--- src/rtl/unary_rate_tx_if.sv ---
// ----------------------------------------------------------------------------
// unary_rate_tx_if
//   Bundles the operand handshake and the stream/chain-control outputs of the
//   unary-rate edge transmitter. clk and rst stay plain ports on the module.
//
//   Signals
//     i_valid      operand valid                     (master -> slave)
//     i_ready      transmitter can accept            (slave  -> master)
//     i_data       signed operand, DATA_WIDTH bits   (master -> slave)
//     i_stall      freeze the stream                 (master -> slave)
//     o_en         chain enable / stream bit strobe  (slave  -> master)
//     o_clr        chain clear pulse                 (slave  -> master)
//     o_data_sign  operand sign, valid with o_en     (slave  -> master)
//     o_data_dff   rate-coded data bit, valid w/ o_en(slave  -> master)
//     o_done       end-of-operand pulse              (slave  -> master)
//
//   Modports
//     master  operand source / stream consumer side
//     slave   transmitter side
// ----------------------------------------------------------------------------
interface unary_rate_tx_if #(
    parameter int DATA_WIDTH = 8
);
    logic                         i_valid;
    logic                         i_ready;
    logic signed [DATA_WIDTH-1:0] i_data;
    logic                         i_stall;
    logic                         o_en;
    logic                         o_clr;
    logic                         o_data_sign;
    logic                         o_data_dff;
    logic                         o_done;

    modport master (
        output i_valid, i_data, i_stall,
        input  i_ready, o_en, o_clr, o_data_sign, o_data_dff, o_done
    );

    modport slave (
        input  i_valid, i_data, i_stall,
        output i_ready, o_en, o_clr, o_data_sign, o_data_dff, o_done
    );
endinterface

--- src/rtl/unary_rate_tx.sv ---
// ----------------------------------------------------------------------------
// unary_rate_tx
//   Edge transmitter for a unary-rate systolic row. Takes one signed operand
//   over valid/ready and emits it as a sign bit plus a 2^CNT_WIDTH-cycle
//   rate-coded bitstream whose ones-count equals the operand magnitude
//   exactly. Also generates the en/clr controls for the horizontal
//   input-register chain.
//
//   Parameters
//     DATA_WIDTH  two's-complement operand width
//     CNT_WIDTH   stream-length exponent, must be DATA_WIDTH-1
//
//   Ports
//     clk   rising-edge clock
//     rst   synchronous active-high reset
//     bus   unary_rate_tx_if.slave (handshake, stall, stream outputs)
//
//   Build option
//     ZERO_SKIP_EN  when defined, a zero-magnitude operand skips the stream
//                   phase entirely (CLR then DONE, o_en never asserted).
//
//   State table
//     state    | meaning
//     S_IDLE   | ready for an operand; i_ready=1
//     S_CLR    | one-cycle chain clear pulse
//     S_STREAM | emitting rate-coded bits, one per unstalled cycle
//     S_DONE   | one-cycle end-of-operand pulse
// ----------------------------------------------------------------------------
module unary_rate_tx #(
    parameter int DATA_WIDTH = 8,
    parameter int CNT_WIDTH  = 7
) (
    input  logic           clk,
    input  logic           rst,
    unary_rate_tx_if.slave bus
);

    typedef enum logic [1:0] {
        S_IDLE   = 2'd0,
        S_CLR    = 2'd1,
        S_STREAM = 2'd2,
        S_DONE   = 2'd3
    } state_t;

    localparam logic [CNT_WIDTH-1:0] CNT_LAST = '1;

    state_t               state, state_nxt;
    logic [CNT_WIDTH-1:0] cnt, cnt_nxt;
    logic [CNT_WIDTH-1:0] mag, mag_nxt;
    logic                 sign, sign_nxt;

    logic [CNT_WIDTH-1:0]  cnt_rev;
    logic [DATA_WIDTH-1:0] abs_val;
    logic [CNT_WIDTH-1:0]  mag_in;

    // Comparing against the bit-reversed count spreads the ones evenly over
    // the stream while keeping the total exactly equal to mag.
    always_comb begin
        cnt_rev = '0;
        for (int k = 0; k < CNT_WIDTH; k++) begin
            cnt_rev[k] = cnt[CNT_WIDTH-1-k];
        end
    end

    // Only the most negative operand leaves the MSB set after negation; it
    // saturates to the largest representable magnitude.
    assign abs_val = bus.i_data[DATA_WIDTH-1] ? (DATA_WIDTH'(0) - bus.i_data)
                                              : bus.i_data;
    assign mag_in  = abs_val[DATA_WIDTH-1] ? CNT_LAST : abs_val[CNT_WIDTH-1:0];

    always_ff @(posedge clk) begin
        if (rst) begin
            state <= S_IDLE;
            cnt   <= '0;
            mag   <= '0;
            sign  <= 1'b0;
        end else begin
            state <= state_nxt;
            cnt   <= cnt_nxt;
            mag   <= mag_nxt;
            sign  <= sign_nxt;
        end
    end

    always_comb begin
        state_nxt       = state;
        cnt_nxt         = cnt;
        mag_nxt         = mag;
        sign_nxt        = sign;
        bus.i_ready     = 1'b0;
        bus.o_en        = 1'b0;
        bus.o_clr       = 1'b0;
        bus.o_data_sign = 1'b0;
        bus.o_data_dff  = 1'b0;
        bus.o_done      = 1'b0;

        case (state)
            S_IDLE: begin
                bus.i_ready = 1'b1;
                if (bus.i_valid) begin
                    sign_nxt  = bus.i_data[DATA_WIDTH-1];
                    mag_nxt   = mag_in;
                    cnt_nxt   = '0;
                    state_nxt = S_CLR;
                end
            end

            S_CLR: begin
                bus.o_clr = 1'b1;
`ifdef ZERO_SKIP_EN
                state_nxt = (mag == '0) ? S_DONE : S_STREAM;
`else
                state_nxt = S_STREAM;
`endif
            end

            S_STREAM: begin
                bus.o_en        = ~bus.i_stall;
                bus.o_data_sign = sign & ~bus.i_stall;
                bus.o_data_dff  = ~bus.i_stall & (mag > cnt_rev);
                if (!bus.i_stall) begin
                    // Wraps to zero on the last bit, ready for the next operand.
                    cnt_nxt = cnt + CNT_WIDTH'(1);
                    if (cnt == CNT_LAST) begin
                        state_nxt = S_DONE;
                    end
                end
            end

            S_DONE: begin
                bus.o_done = 1'b1;
                state_nxt  = S_IDLE;
            end

            default: begin
                state_nxt = S_IDLE;
            end
        endcase
    end

endmodule

--- src/flat_wrapper.sv ---
// flat-port wrapper written by rule: the top's interface ports become plain ports
module unary_rate_tx_flat 
#(
    parameter int DATA_WIDTH = 8,
    parameter int CNT_WIDTH  = 7
)
  (clk, rst, bus_i_valid, bus_i_data, bus_i_stall, bus_i_ready, bus_o_en, bus_o_clr, bus_o_data_sign, bus_o_data_dff, bus_o_done);
  unary_rate_tx_if #(.DATA_WIDTH(DATA_WIDTH)) bus_i ();
  input  logic clk;
  input  logic rst;
  input wire logic [$bits(bus_i.i_valid)-1:0] bus_i_valid;
  input wire logic [$bits(bus_i.i_data)-1:0] bus_i_data;
  input wire logic [$bits(bus_i.i_stall)-1:0] bus_i_stall;
  output wire logic [$bits(bus_i.i_ready)-1:0] bus_i_ready;
  output wire logic [$bits(bus_i.o_en)-1:0] bus_o_en;
  output wire logic [$bits(bus_i.o_clr)-1:0] bus_o_clr;
  output wire logic [$bits(bus_i.o_data_sign)-1:0] bus_o_data_sign;
  output wire logic [$bits(bus_i.o_data_dff)-1:0] bus_o_data_dff;
  output wire logic [$bits(bus_i.o_done)-1:0] bus_o_done;
  assign bus_i.i_valid = bus_i_valid;
  assign bus_i.i_data = bus_i_data;
  assign bus_i.i_stall = bus_i_stall;
  assign bus_i_ready = bus_i.i_ready;
  assign bus_o_en = bus_i.o_en;
  assign bus_o_clr = bus_i.o_clr;
  assign bus_o_data_sign = bus_i.o_data_sign;
  assign bus_o_data_dff = bus_i.o_data_dff;
  assign bus_o_done = bus_i.o_done;
  unary_rate_tx #(.DATA_WIDTH(DATA_WIDTH), .CNT_WIDTH(CNT_WIDTH)) u_core (.clk(clk), .rst(rst), .bus(bus_i));
endmodule
--- config.mk ---
export PLATFORM = sky130hd
export DESIGN_NAME = unary_rate_tx_flat
export DESIGN_NICKNAME = d
export VERILOG_FILES = /design/src/rtl/unary_rate_tx_if.sv /design/src/rtl/unary_rate_tx.sv /design/src/flat_wrapper.sv
export SDC_FILE = /design/constraint.sdc
export NUM_CORES = 1
export LEC_CHECK = 0
export BUFFER_PORTS_ARGS = -buffer_cell sky130_fd_sc_hd__buf_2
export CAP_MARGIN = 20
export CORE_AREA = 5 5 61 52
export DETAILED_ROUTE_END_ITERATION = 6
export DIE_AREA = 0 0 66 57
export GPL_ROUTABILITY_DRIVEN = 0
export PLACE_DENSITY_LB_ADDON = 0.05
export SYNTH_ARGS = -nofsm -noshare
export SYNTH_HDL_FRONTEND = slang
export SYNTH_SLANG_ARGS = --single-unit
--- constraint.sdc ---
create_clock -name clk -period 3.8 [get_ports clk]
set_input_delay 0.57 -clock clk [delete_from_list [all_inputs] [get_ports clk]]
set_output_delay 0.57 -clock clk [all_outputs]
set_load 0.03 [all_outputs]
==> results of run 1 <==
cells in the mapped netlist (2+ instances only):
master    count
a21oi_1      10
and2_1        3
clkbuf_1      4
dfxtp_1      17
ha_1         13
inv_1        12
inv_2         2
nand2_1      14
nand2b_1      2
nand3_1       3
nand3b_1      3
nor2_1       17
nor2b_1       2
nor3_1        7
nor4b_2       2
o21ai_0       4
o21ai_1       2
o31ai_1       3
xnor2_1       7
layer usage:
layer / global-route usage / wire length, um
met5: 0 / 0
met4: 0.02319 / 12
met3: 0.04134 / 86
met2: 0.2386 / 1123
met1: 0.2283 / 1417
where the power goes:
group	internal [mW]	total (mW)	switching, mW	leakage [nW]
registers	0.213	0.239	0.0265	0.139
logic	0.136	0.360	0.225	0.373
clock network	0.0392	0.0996	0.0604	0.0177
total	0.387	0.699	0.311	0.530
cell usage in the layout, fill, tap and decap left out, types with 2 or more instances in the layout:
cell	count
nand3b_1	3
nor2b_1	2
o31ai_1	3
o21ai_1	2
nand2b_1	2
dfxtp_1	17
buf_2	17
nor3_1	7
ha_1	13
a21oi_1	10
xnor2_1	7
inv_1	12
inv_2	2
and2_1	3
nor2_1	17
clkbuf_4	3
nor4b_2	2
nand3_1	3
nand2_1	14
o21ai_0	4
tightest hold or removal path, stage by stage (launching register included):
cell and delay [ns]:
dfxtp_1 0.32, nand2_1 0.05, a21oi_1 0.05
sequential cells by signal (all words and copies together), names as in the netlist:
| register | flops |
|---|---|
| u_core.state | 2 |
| u_core.cnt | 7 |
| u_core.sign | 1 |
| u_core.mag | 7 |
through the flow:
stage	cells	setup slack, ns	hold WS, ns
2_1_floorplan	150	1.217	0.4265
3_3_place_gp	201	1.772	0.4414
3_5_place_dp	201	1.687	0.4486
4_1_cts	205	1.350	0.4638
5_1_grt	205	1.191	0.4871
6_report	205	1.358	0.4642
logic make-up (layout without fill, tap and decap cells):
| family | count (synthesis) | after routing | synth area share |
|---|---|---|---|
| muxes | 3 | 3 | 0.03017 |
| AOI/OAI and AO/OA | 30 | 30 | 0.1603 |
| and+or+nand+nor | 62 | 62 | 0.2841 |
| DFF | 17 | 17 | 0.2830 |
| buffers and inverters | 18 | 35 | 0.05619 |
| xor gates and xnor gates | 7 | 7 | 0.05099 |
| adders and majority gates | 13 | 13 | 0.1353 |
worst paths after layout:
kind,startpoint,end,slack [ns],cells past startpoint
hold reg to reg,u_core.mag[0],u_core.mag[0],0.46,2
setup reg to reg,u_core.state[0],u_core.mag[1],1.80,5
setup / recovery,u_core.state[0],bus_o_data_dff,1.36,6
hold / removal,u_core.mag[0],u_core.mag[0],0.46,2
layout make-up:
type,instances,area (um2)
Clock buffer,3,22.52
Clock inverter,1,5.005
Fill cell,269,1226
Inverter,14,52.55
Multi-Input combinational cell,115,794.5
Sequential cell,17,340.3
Tap cell,38,47.55
Timing Repair Buffer,17,85.08
==> results.md, run 1 <==
* Number of global-route vias before repair at 1,021
* Final Slew Violations at 0
* Clk buf depth at 2
* Vias post-DR at 1,054
* Critical Path Max Stage Delay at roughly 0.4 ns
* Hpwl dp at 2.097 mm
* Initial antenna violation count at 0
* Area leader, netlist: dfxtp_1
* Synth top area share at 0.2830
* Synth unique cells at 42
* Worst Setup Start Kind: register
* First-pass DRT Iterations at 6
* Vias per cell at 5.141
* CTS tree: done
* Fin Setup TNS at 0 ns
* Syn Inst Count at 150
* Nets@finish at slightly below 200
* Fin. Hold Viols at 0
* IO buf count at 17
* Worst-margin pin slew at roughly 0.74 ns
* Setup violators final at 0
* Final Cell Area at 1348 um2
* Clk Latency, worst-skew pair at 0.29 ns
* Root Buffer: clkbuf_4
* WP buf/inv at 2
* Ys async rst share at 0
* Power, Total at 0.6989 mW
* # rows at 17
* RSZ-0062 raised after global routing: false
* Worst Path Arrival at 1.87 ns
* Aggregate global routing overflow at 0
* Routed length per placed instance at 12.88 um
* Remaining antenna violation count at 0
* # diodes at 0
* DRC at 0
* Routed Wire Length at between 2 and 3 mm
* Pwr Density at 518.7 nW/um2
* Min-Delay Path Class: register to register
* FF+latch count, synth at 17
* Post-synth EDFFs at 0
* Post-cts sizing count at 0
* CP Capture Type: primary output
* Total track usage at 0.1570
* Initial drt markers at 50
* Crit-path cells: inv_1 > ha_1 > nor2b_1 > o21ai_0 > nor2_1 > buf_2
* Setup Skew at about 0.0049 ns
* Number of H-tree levels at 1
* Seq/Total Area, Yosys at 0.2830
* Mapped Avg Cell Area at approximately 8.0 um2
* Worst path required time at about 3.2 ns
* Setup CP Type: register to primary output
* Cell Area, Synth at 1202 um2
* Initial Util at 0.4672
* Max IR drop VDD at 327.9 uV
* Buffer count from post-CTS setup fixing at 0
* Leakage power at 0.5298 nW
* P&R area growth vs syn at 12.07%
* Full die area at around 3800 um2
* Largest net degree at the start of global routing at 16
* Die height at 57 um
* Outcome: finished, final reports clean
* Total CTS buffers at 3
* Post-DP Area at 1320 um2
* Register clock-pin slew on the reported worst setup and hold paths at about 0.1 ns
* Layout cells sized above 1 at 0.1796
* Synthesized net count at 175
* YS warnings at 0
* Max Cap Viol at 0
* Peak Freq at 409.5 MHz
* Synth Flop Type: dfxtp_1
* Synth area leaders: dfxtp_1 28%, ha_1 14%, nor2_1 5.3%, xnor2_1 5.1%, nand2_1 4.4%
* Die Wd at about 66 um
* CP max-delay cell: ha_1
* Rel. slew slack at 0.4973
* Post-layout util at 0.5236
* Final Critical Period at 2.442 ns
* First-pass GRT wire length at 4.712 mm
* Final period utilization at 0.6426
* Delay-heaviest family, CP: adder cells
* Crit Path Max Fanout at 12
* IO Pins at 18
* Clock sink count at 17
* Hold buffer count at cts at 0
* Core Footprint at 2574 um2
Power figures use the tool's default switching activity.
==> inputs of run 2 (changes only) <==
- clock period: 3.8 -> 2.2 ns (I/O delays scaled with it)
==> results.md, run 2 (synthesis gave the netlist of run 1 again) <==
* Outcome: finished, final reports clean
* Final Slew Violations at 0
* Hpwl dp at 2.079 mm
* IO Pins at 18
* Max Cap Viol at 0
* Setup CP Type: register to primary output
* R2r setup slk at ~0.42 ns
* Layout cells sized above 1 at 0.1856
* Routed met3 length at 131 um
* Number of H-tree levels at 1
* Fin Setup TNS at 0 ns
* Wire length on met2 at approximately 1.1 mm
* CTS tree: done
* # diodes at 0
* Final Cell Area at around 1400 um2
* Buffer count from post-CTS setup fixing at 0
* P&R area growth vs syn at 13.22%
* First-pass DRT Iterations at 4
* Hold path cells at 3
* Post-DP Area at approximately 1300 um2
* Initial Util at 0.4672
* Die height at 57 um
* Capturing point of the worst reg2reg path: u_core.cnt[3]
* Die Wd at 66 um
* Worst path required time at 1.87 ns
* Aggregate global routing overflow at 0
* Rel. slew slack at 0.6142
* DRC at 0
* Total CTS buffers at 3
* M1 wire length at between 1 and 1.5 mm
* Worst Setup Start Kind: register
* # rows at 17
* Setup violators final at 0
* Initial antenna violation count at 0
* Clock sink count at 17
* Vias post-DR at about 1,100
* Core Footprint at 2574 um2
* Worst-margin pin slew at ~0.56 ns
* Full die area at 3762 um2
* Root Buffer: clkbuf_4
* Min-Delay Path Class: primary input to register
* Fin. Hold Viols at 0
* DR top layer: met4
* Number of global-route vias before repair at 1,074
* Max IR drop VDD at 759.2 uV
* Post-cts sizing count at 0
* RSZ-0062 raised after global routing: false
* Most frequent cells in the layout: 17 x nor2_1, 17 x buf_2, 17 x dfxtp_1
* Clk Latency, worst-skew pair at 0.29 ns
* First-pass GRT wire length at 4.864 mm
* Initial drt markers at 43
* Remaining antenna violation count at 0
* Pwr Density at 900.2 nW/um2
* Crit Path Max Fanout at 3
* Top flop regs: u_core.cnt x7, u_core.mag x7, u_core.state x2
* Final period utilization at 0.9339
* Final Critical Period at 2.055 ns
* Routed length per placed instance at 12.83 um
* Total track usage at 0.1653
* Reg2Reg Depth at 6
* Worst Hold Launch: bus_i_data[6]
* Routed Wire Length at between 2 and 3 mm
* Setup Skew at about 0.0012 ns
* CP Capture Type: primary output
* Clk buf depth at 2
* Register clock-pin slew on the reported worst setup and hold paths at 0.10 ns
* Worst reg2reg startpoint: u_core.state[0]
* Worst Path Arrival at 1.72 ns
* Leakage power at 0.5273 nW
* # fillers at 268
* Peak Freq at 486.7 MHz
* Hold buffer count at cts at 0
* Largest net degree at the start of global routing at 16
* Vias per cell at about 5.3
* Nets@finish at 193
* Hold worst-path end: u_core.mag[6]
* IO buf count at 17
run 2: cell type report:
type                    count  area [um2]  share of cell area
well taps                  38       47.55             0.03493
inverters                  14       52.55             0.03860
flip-flops and latches     17       340.3              0.2500
repair buffers             17       85.08             0.06250
clock buffers               4       26.28             0.01930
multi-input cells         115       809.5              0.5947
run 2: power breakdown:
group / leakage, nW / switching [mW] / total [mW] / internal (mW)
registers: 0.139 / 0.0488 / 0.416 / 0.367
clock network: 0.0150 / 0.0997 / 0.170 / 0.0706
logic: 0.373 / 0.393 / 0.639 / 0.247
run 2: through the flow:
step / utilization / cells / power, mW / worst slack (ns) / hold slack, ns
floorplan: - / 150 / 0.8953 / 0.04842 / 0.4265
global placement: 0.5139 / 201 / 1.025 / 0.4300 / 0.4477
detailed placement: 0.5139 / 201 / 1.043 / 0.3557 / 0.4446
CTS: 0.5241 / 205 / 1.220 / 0.006257 / 0.3182
global route: 0.5289 / 205 / 1.347 / 0.01160 / 0.3508
finish: 0.5289 / 205 / 1.225 / 0.1454 / 0.3323
run 2: worst max-delay path by stage:
stage | from | endpoint | slack (ns) | depth (start not counted)
after floorplan | u_core.state[0] | bus_o_data_dff | 0.05 | 6
after global placement | u_core.state[0] | bus_o_data_dff | 0.43 | 6
after detailed placement | u_core.state[0] | bus_o_data_dff | 0.36 | 6
after CTS | u_core.state[0] | bus_o_data_dff | 0.006 | 6
after global routing | u_core.cnt[0] | bus_o_data_dff | 0.01 | 7
final | u_core.cnt[2] | bus_o_data_dff | 0.15 | 7
run 2: per-layer routing:
metal,track usage,up-vias
met4,0.03478,0
met1,0.2335,504
met2,0.2443,19
met3,0.05709,4
li1,-,560
met5,0,-
run 2: critical path, cell delays in order (launching register included):
cell and delay [ns]:
dfxtp_1 0.39, inv_2 0.08, ha_1 0.29, a211oi_1 0.22, nor2_1 0.08, nor3_1 0.14, nor2_1 0.06, buf_2 0.18
